File: config.mk
export PLATFORM = sky130hd
export DESIGN_NAME = perm_round_engine
export DESIGN_NICKNAME = d
export VERILOG_FILES = /design/src/rtl/perm_pkg.sv /design/src/rtl/perm_net.sv /design/src/rtl/perm_round_engine.sv
export SDC_FILE = /design/constraint.sdc
export NUM_CORES = 1
export LEC_CHECK = 0
export CAP_MARGIN = 20
export CORE_MARGIN = 4
export CORE_UTILIZATION = 60
export DETAILED_ROUTE_END_ITERATION = 16
export DONT_BUFFER_PORTS = 1
export PLACE_DENSITY = 0.76
export SYNTH_ARGS = -nofsm -noshare
export SYNTH_HDL_FRONTEND = slang
export SYNTH_SLANG_ARGS = --single-unit
File: constraint.sdc
create_clock -name clk -period 4 [get_ports clk]
set_input_delay 0.6 -clock clk [delete_from_list [all_inputs] [get_ports clk]]
set_output_delay 0.6 -clock clk [all_outputs]
set_load 0.02 [all_outputs]
File: src/rtl/perm_pkg.sv
// Shared types and the coordinate mapping for the matrix permutation engine.
package perm_pkg;

  localparam int PERM_D   = 5;
  localparam int PERM_OFS = 3;

  typedef enum logic [1:0] {IDLE, RUN, DONE} state_e;

  // Destination bit index of source bit i for one forward round.
  // Coordinates are shifted by ofs on entry and by (d-ofs) on exit.
  function automatic int dst_index(input int i, input int d, input int ofs);
    int x;
    int y;
    int nx;
    int ny;
    x  = ((i % d) + ofs) % d;
    y  = ((i / d) + ofs) % d;
    nx = y;
    ny = (2 * x + 3 * y) % d;
    nx = (nx + d - ofs) % d;
    ny = (ny + d - ofs) % d;
    return ny * d + nx;
  endfunction

endpackage

File: src/rtl/perm_net.sv
// One combinational permutation round, forward or inverse; pure wiring.
module perm_net
  import perm_pkg::*;
#(
  parameter int D   = PERM_D,
  parameter int OFS = PERM_OFS
) (
  input  logic [D*D-1:0] in,
  input  logic           inv,
  output logic [D*D-1:0] out
);

  logic [D*D-1:0] fwd;
  logic [D*D-1:0] bwd;

  // Each source bit is routed to its mapped position; the inverse reads back through the same map.
  for (genvar i = 0; i < D*D; i++) begin : g_bit
    localparam int DI = dst_index(i, D, OFS);
    assign fwd[DI] = in[i];
    assign bwd[i]  = in[DI];
  end

  assign out = inv ? bwd : fwd;

endmodule

File: src/rtl/perm_round_engine.sv
// Multi-round matrix permutation engine with valid/ready on input and output.
// A job is loaded, permuted once per cycle for in_rounds cycles, then held until taken.
module perm_round_engine
  import perm_pkg::*;
#(
  parameter int D   = PERM_D,
  parameter int OFS = PERM_OFS,
  parameter int RW  = 8
) (
  input  logic             clk,
  input  logic             rst,
  input  logic             in_valid,
  output logic             in_ready,
  input  logic [D*D-1:0]   in_data,
  input  logic [RW-1:0]    in_rounds,
  input  logic             in_inv,
  output logic             out_valid,
  input  logic             out_ready,
  output logic [D*D-1:0]   out_data,
  output logic             busy,
  output logic [RW-1:0]    rounds_left
);

  localparam int W = D*D;

  state_e          state_q;
  logic [W-1:0]    data_q;
  logic [W-1:0]    round_out;
  logic [RW-1:0]   rounds_q;
  logic            inv_q;
  logic            accept;

  perm_net #(
    .D   (D),
    .OFS (OFS)
  ) u_net (
    .in  (data_q),
    .inv (inv_q),
    .out (round_out)
  );

  // A waiting result being consumed frees the engine in the same cycle, so back-to-back jobs need no bubble.
  assign in_ready = (state_q == IDLE) || ((state_q == DONE) && out_ready);
  assign accept   = in_valid && in_ready;

  // Job control: load on accept, iterate rounds in RUN, hold the result in DONE.
  always_ff @(posedge clk or negedge rst) begin
    if (!rst) begin
      state_q  <= IDLE;
      data_q   <= '0;
      rounds_q <= '0;
      inv_q    <= 1'b0;
    end else if (accept) begin
      data_q   <= in_data;
      inv_q    <= in_inv;
      rounds_q <= in_rounds;
      state_q  <= (in_rounds == '0) ? DONE : RUN;
    end else begin
      case (state_q)
        RUN: begin
          data_q   <= round_out;
          rounds_q <= rounds_q - RW'(1);
          if (rounds_q == RW'(1)) state_q <= DONE;
        end
        DONE: begin
          if (out_ready) state_q <= IDLE;
        end
        default: begin
          state_q <= state_q;
        end
      endcase
    end
  end

  assign out_valid   = (state_q == DONE);
  assign busy        = (state_q == RUN);
  assign out_data    = data_q;
  assign rounds_left = rounds_q;

endmodule

# Word level (Yosys, flattened, before mapping)
# Cells that the tools add are included.
# W data, S select, Z words.
# totals
ff_bits	36
inputBits	38
out_inout_bits	36
wordCells	29
# classes
add_sub_neg	1
eq_ne	5
mux	10
reduce_logical	8
# op_table
op	n
$mux W25	3
$mux W8	2
$eq A8 B1 Y1 const B	1
$logic_not A8 Y1	1
$mux W2	4
$sub A8 B1 Y8 const B	1
$ne A3 B1 Y1 const B	2
$pmux W2 S2	1
$reduce_and A3 Y1	1
$reduce_bool A3 Y1	1
$eq A2 B1 Y1 const B	1
$eq A2 B2 Y1 const B	1
$logic_and A1 B1 Y1	2
$logic_not A2 Y1	1
$reduce_bool A2 Y1	1
$logic_or A1 B1 Y1	1

# Longest topological paths before layout
# Gate-level depths: netlist of the first run.
# depth
word_depth	6
mapped_depth	8
mapped_depth_nobuf	6

# Hierarchy
# A second synthesis of the first run with hierarchy kept.
# unflattened
cells_unflattened	211
area_unflattened_um2	2248.4
# modules_own_cells
mod	n_inst	cells_per_inst	area_per_inst_um2	seq_area_each_um2
perm_round_engine	1	183	1844.3	900.9
perm_net	1	28	404.1	0.0

# Worst setup path after synthesis of the first run
# No wires, ideal clock.
# synth_path
path_kind	register -> register
startpoint	register state_q[0]
endpoint	register data_q[0] (netlist: out_data[0])
setup_time_ps	83
t_arrival_ps	1833
required_time_ps	3917
path_slack_ps	2084
path_stages_with_launch	9
path_buffers	2
synth_period_minus_slack_ps	1916
cell_sequence	dfrtp_1 -> inv_1 -> ha_1 -> a21o_1 -> and2_1 -> clkbuf_1 -> buf_2 -> nand2_1 -> o21ai_0
# synth_between
elab_chain_len	5
word_cells_on_any_way	8
classes_between	eq/ne (2); mux (1); reduce/logical (5)
# synth_rtl
item	line	text
start: declaration	perm_round_engine.sv:26	state_e state_q;
start signal: assignment	perm_round_engine.sv:57	state_q <= (in_rounds == '0) ? DONE : RUN;
start signal: assignment	perm_round_engine.sv:69	state_q <= state_q;
$eq A2 B2 Y1 (*)	n/a	
via out_valid	perm_round_engine.sv:17	output logic out_valid,
$logic_and A1 B1 Y1 (*)	perm_round_engine.sv:43	assign in_ready = (state_q == IDLE) || ((state_q == DONE) && out_ready);
$logic_or A1 B1 Y1 (*)	perm_round_engine.sv:43	
via in_ready	perm_round_engine.sv:13	output logic in_ready,
$logic_and A1 B1 Y1 (*)	perm_round_engine.sv:44	assign accept = in_valid && in_ready;
$mux W25 / $reduce_bool A2 Y1 (equally long branches)	n/a	
end signal: assignment	perm_round_engine.sv:54	data_q <= in_data;
end signal: assignment	perm_round_engine.sv:61	data_q <= round_out;
end: declaration	perm_round_engine.sv:27	logic [W-1:0] data_q;
# The timed path passes the listed nets; every way through them passes the cells marked *.
# A chain may end at the register's enable or synchronous reset.

# Final worst setup path of the first run
# layout_path
startpoint	register state_q[0]
endpoint	register data_q[15] (netlist: out_data[15])
# The elaborated chain is that of the path after synthesis.

==> results.cfg, run 1 <==
[status]
status = finished, final reports clean

[logic_synthesis]
yosysSeqAreaShare_pct = 43.5
syn_area_um2 = 2070
synth_cell_types = 28
synth_edf_count = 0
synth_area_leaders = dfrtp_1 (43%), o21ai_0 (13%), mux2i_1 (12%)
async_flop_share_pct = 100
syn_nets = 282
yosysTopAreaCell = dfrtp_1
syn-instance-count = 238
synth_flop_cell = dfrtp_1
ys_ff_latch = 36
yosysWarnings = 0
synth_top_area_share_pct = 43.5
synth_commonest_cells = nand2_1 (64), o21ai_0 (55), dfrtp_1 (36)
synth.most_common_cell = nand2_1
avgSynthCellArea_um2 = 8.71

[timing]
slew_viol_final = 0
clock.fmax_mhz = 410
worst_pin_slew_ns = 1.00
rsz0062_at_grt = false
timing.final.ws_setup_ns = 1.56
relSlewSlack_pct = 33.2
finClkSkew_ns = 0.0141
setup_viol = 0
min_period_ns = 2.44
finalHoldViolations = 0
finalCritPeriodShare_pct = 61.0
fin_setup_tns_ns = 0

[cts]
htree_levels = 2
cts_setup_buffers = 0
clkLatencyLatePin_ns = 0.35
clkTransAtPathRegs_ns = 0.11
numCtsBuffers = 5
cts_sinks = 36
hold_buffers = 1
cts_tree = yes
cts.path.max_buffers = 2
cts_resized = 0
cts-root-buf = clkbuf_4

[critical_path]
crit_path_max_incr_delay_ns = 0.84
cp_cell_sequence = inv_1, ha_1, a21o_1, and2_2, o21ai_0
cp_slowest_cell = and2_2
crit_fanout = 67
critPathTopFamily = simple AND/OR/NAND/NOR gates
critPathBufInv = 1
crit_arrival_ns = 2.63
worstSetupStartpointType = register
endpoint_kind = register
criticalPathCategory = register to register
worstPathRequired_ns = 4.19

[place]
port-buffer-count = 0
post-place-ws_ns = 1.53
gp_congestion = 0.751
dp_hpwl_mm = 3.05
placed_area_um2 = 2080

[route]
drc = 0
drt_iter0_markers = 76
num_vias = 1574
wl_per_cell_um = 15.9
first_pass_iters = 4
final_antenna_net_count = 0
totalWireLength_mm = 4.45
viasPerCell = 5.64

[power_and_ir_drop]
total_power_w = 0.000582
p_leak_nw = 0.688
power_density_nw_per_um2 = 269
peakVddDrop_mv = 0.210

[cells_and_area]
nets = 276
diodes = 0
syn2layout_area_growth_pct = 4.16
final_cell_area_um2 = 2160
drive_gt1_share_pct = 6.87

[worst_hold_path]
hold_path.class = primary input to async pin

[grt]
grtUsageTotal_pct = 21.6
grt_pass1_wl_mm = 7.19
globalRouteOverflowTotal = 0
antenna_found_initial = 0
grt_max_degree = 68
grt_pass1_vias = 1476

[floorplan]
core_um2 = 3340
start_util_pct = 62.1
rows = 21
fp.dieArea_um2 = 4460
num_io_pins = 74
fp.dieW_um = 66.8
die_h_um = 66.8

[job]
drv_cap = 0
-- cells in the final DEF, fill, tap and decap left out, types with 3 or more instances in the layout --
cell type,instances
dfrtp_1,36
nand2_1,64
mux2i_1,24
clkbuf_4,5
ha_1,5
o21ai_0,55
nor2_1,3
xnor2_1,6
inv_1,7
-- cell type report --
cell class | instances | area [um2]
Fill cell | 306 | 1180
Multi-Input combinational cell | 179 | 1080
Sequential cell | 36 | 901
Clock buffer | 8 | 58.8
Tap cell | 46 | 57.6
Timing Repair Buffer | 3 | 35.0
Inverter | 7 | 26.3
-- cells by family after synthesis --
family | count (synthesis) | share of synthesized area [%]
and+or+nand+nor | 76 | 15.2
AOI/OAI and AO/OA | 65 | 18.0
DFF | 36 | 43.5
muxes | 25 | 12.1
buffers and inverters | 23 | 4.59
xor gates and xnor gates | 7 | 2.96
adders and majority gates | 6 | 3.62
-- report_power, final --
group | switching [W] | internal [W] | leakage, nW
Clock | 0.000121 | 0.0000868 | 0.0326
Sequential | 0 | 0.000364 | 0.325
Combinational | 0.00000719 | 0.00000280 | 0.330
Total | 0.000128 | 0.000453 | 0.688
-- worst register-to-register path, delay by kind of cell (launching register included) --
family          cells  cell delay [ns]
fa+ha+maj           1             0.35
compound gates      2             0.58
flops               1             0.41
simple gates        1             0.84
buf+inv             1             0.12
-- per-layer routing --
metal	share of wire (%)	up-vias	GRT usage [%]	routed length [um]
met5	0	-	0	0
met4	1.7	0	9.90	74
met3	9.1	7	7.59	406
met2	44	57	30.3	1940
met1	46	712	29.6	2030
li1	-	798	-	-
-- flip-flops by register name, indices dropped and copies added, names as in the netlist --
register	flops
rounds_left	8
out_data	25
inv_q	1
state_q	2
-- per-stage QoR --
stage	hold slack [ns]	util (%)	cells
floorplan	0.304	-	238
global placement	0.305	62.4	270
detailed placement	0.305	62.4	270
CTS	0.0725	64.7	279
global route	0.0564	64.7	279
finish	0.0705	64.7	279
-- path summary, 6_finish.rpt --
kind                                        startpoint                        to  slack [ns]  depth (start not counted)
worst max-delay path            state_q[0]$_DFFE_PN0P_  out_data[15]$_DFFE_PN0P_        1.56                          5
worst min-delay path                               rst   out_data[2]$_DFFE_PN0P_        0.07                          1
worst max register to register  state_q[0]$_DFFE_PN0P_  out_data[15]$_DFFE_PN0P_        1.56                          5
worst min register to register  state_q[1]$_DFFE_PN0P_    state_q[1]$_DFFE_PN0P_        0.63                          2
max in group asynchronous                          rst  out_data[19]$_DFFE_PN0P_        3.73                          1
min in group clk                           in_data[24]  out_data[24]$_DFFE_PN0P_        0.36                          2
No activity file was read; power rests on OpenSTA's default activity.
==> inputs of run 2 (changes only) <==
CORE_UTILIZATION = 57   (was 60)
PLACE_DENSITY = 0.75   (was 0.76)
clock period = 2.1 ns   (was 4 ns; I/O delays follow)
==> results.cfg, run 2 (synthesized netlist as in run 1, its figures left out) <==
[status]
status = finished, final reports clean

[place]
gp_congestion = 0.735
dp_hpwl_mm = 3.33
port-buffer-count = 0
post-place-ws_ns = 0.270

[critical_path]
cp_slowest_cell = buf_4
r2r_cells = 4
crit_path_max_incr_delay_ns = 0.42
crit_arrival_ns = 1.53
endpoint_kind = primary output
ff2ff_setup_slack_ns = 0.25
r2r_end = state_q[0]$_DFFE_PN0P_
criticalPathCategory = register to primary output
r2r-start = rounds_left[4]$_DFFE_PN0P_
worstPathRequired_ns = 1.78
worstSetupStartpointType = register
cp_cell_sequence = inv_1, ha_2, buf_4
crit_fanout = 50

[route]
wl_per_cell_um = 15.7
num_vias = 1616
final_antenna_net_count = 0
drc = 0
totalWireLength_mm = 4.50
drt_iter0_markers = 67
first_pass_iters = 4
viasPerCell = 5.65

[cells_and_area]
largest_reg_flops = 25
syn2layout_area_growth_pct = 7.54
seqCellArea_um2 = 901
layout.cells.most_common_list = nand2_1 (64), o21ai_0 (55), dfrtp_1 (36)
fillers = 307
multi_input_area_um2 = 1080
drive_gt1_share_pct = 10.0
nets = 283
diodes = 0
final_common_cell = nand2_1

[power_and_ir_drop]
share_seq_of_total_power_pct = 62.9
netSwitchingPower_w = 0.000243
peakVddDrop_mv = 0.339
p_clk_share_pct = 35.2
pwr-share-comb_pct = 1.9
swShare_pct = 22.0
p_int_w = 0.000859
power_density_nw_per_um2 = 494
p_leak_nw = 0.731

[timing]
min_period_ns = 1.85
worst_pin_slew_ns = 0.468
relSlewSlack_pct = 68.8
finalCritPeriodShare_pct = 88.1
timing.final.ws_setup_ns = 0.250
finalHoldViolations = 0
setup_viol = 0
fin_setup_tns_ns = 0
slew_viol_final = 0
rsz0062_at_grt = false
clock.fmax_mhz = 541
finClkSkew_ns = 0.00378

[cts]
cts-root-buf = clkbuf_4
numCtsBuffers = 5
hold_buffers = 2
clkLatencyLatePin_ns = 0.34
clkTransAtPathRegs_ns = 0.11
cts_resized = 0
cts_sinks = 36
htree_levels = 2
cts.path.max_buffers = 2
cts_tree = yes
cts_setup_buffers = 0

[grt]
grt_max_degree = 51
grt_pass1_vias = 1597
globalRouteOverflowTotal = 0
grt_pass1_wl_mm = 7.19
antenna_found_initial = 0
grtUsageTotal_pct = 20.6

[floorplan]
fp.dieArea_um2 = 4670
core_um2 = 3420
num_io_pins = 74
rows = 21
fp.dieW_um = 68.3
die_h_um = 68.3
start_util_pct = 60.7

[worst_hold_path]
min_to = out_data[12]$_DFFE_PN0P_
hold_path.class = primary input to register
hold_path_depth = 2
worstHoldStart = in_data[12]

[job]
drv_cap = 0
[run 2: cell types whose count changed in the layout (fill, tap and decap cells not counted), sizes merged]
cell / delta
clkinv: +2
clkbuf: -2
dlygate4sd3: +1
buf: +6
[run 2: critical path: cells and delay by family, from the launching register on]
kind	cells	cell delay (ns)
adders and majority gates	1	0.23
buffers and inverters	2	0.55
DFF	1	0.41
[run 2: layout make-up]
class	instances	area share [%]
inverters	7	1.18
flip-flops and latches	36	40.4
repair buffers	10	4.60
clock buffers	6	2.30
well taps	46	2.58
clock inverters	2	0.449
multi-input cells	179	48.5
[run 2: power by group through the flow]
stage	logic, W	clock network, W	registers [W]
after detailed placement	0.00000185	0	0.000707
after floorplan	0.00000157	0	0.000707
final	0.0000210	0.000387	0.000693
after global placement	0.00000185	0	0.000707
after CTS	0.0000219	0.000400	0.000693
after global routing	0.0000239	0.000427	0.000693
[run 2: how the worst max path moves through the flow]
| stage | depth (start not counted) | start | slack [ns] | end |
|---|---|---|---|---|
| after floorplan | 8 | state_q[0]$_DFFE_PN0P_ | 0.18 | out_data[18]$_DFFE_PN0P_ |
| after global placement | 4 | rounds_left[5]$_DFFE_PN0P_ | 0.31 | state_q[0]$_DFFE_PN0P_ |
| after detailed placement | 4 | rounds_left[5]$_DFFE_PN0P_ | 0.27 | state_q[0]$_DFFE_PN0P_ |
| after CTS | 3 | state_q[1]$_DFFE_PN0P_ | 0.25 | busy |
| after global routing | 7 | state_q[1]$_DFFE_PN0P_ | 0.13 | out_data[10]$_DFFE_PN0P_ |
| final | 3 | state_q[1]$_DFFE_PN0P_ | 0.25 | busy |
[run 2: routing by layer]
layer / vias up / GRT usage, % / wire length, um
met3: 4 / 8.21 / 384
met5: - / 0 / 0
met1: 746 / 26.2 / 1970
li1: 810 / - / -
met2: 56 / 32.3 / 2110
met4: 0 / 5.96 / 31
[run 2: per-stage QoR]
step / instances / total power, W / instance area (um2) / hold WS [ns] / util (%)
CTS: 286 / 0.00111 / 2230 / 0.0657 / 65.3
detailed placement: 276 / 0.000708 / 2140 / 0.0203 / 62.6
global placement: 276 / 0.000708 / 2140 / 0.0203 / 62.6
global route: 286 / 0.00114 / 2230 / 0.0716 / 65.3
finish: 286 / 0.00110 / 2230 / 0.0755 / 65.3
floorplan: 238 / 0.000708 / 2070 / 0.0194 / -
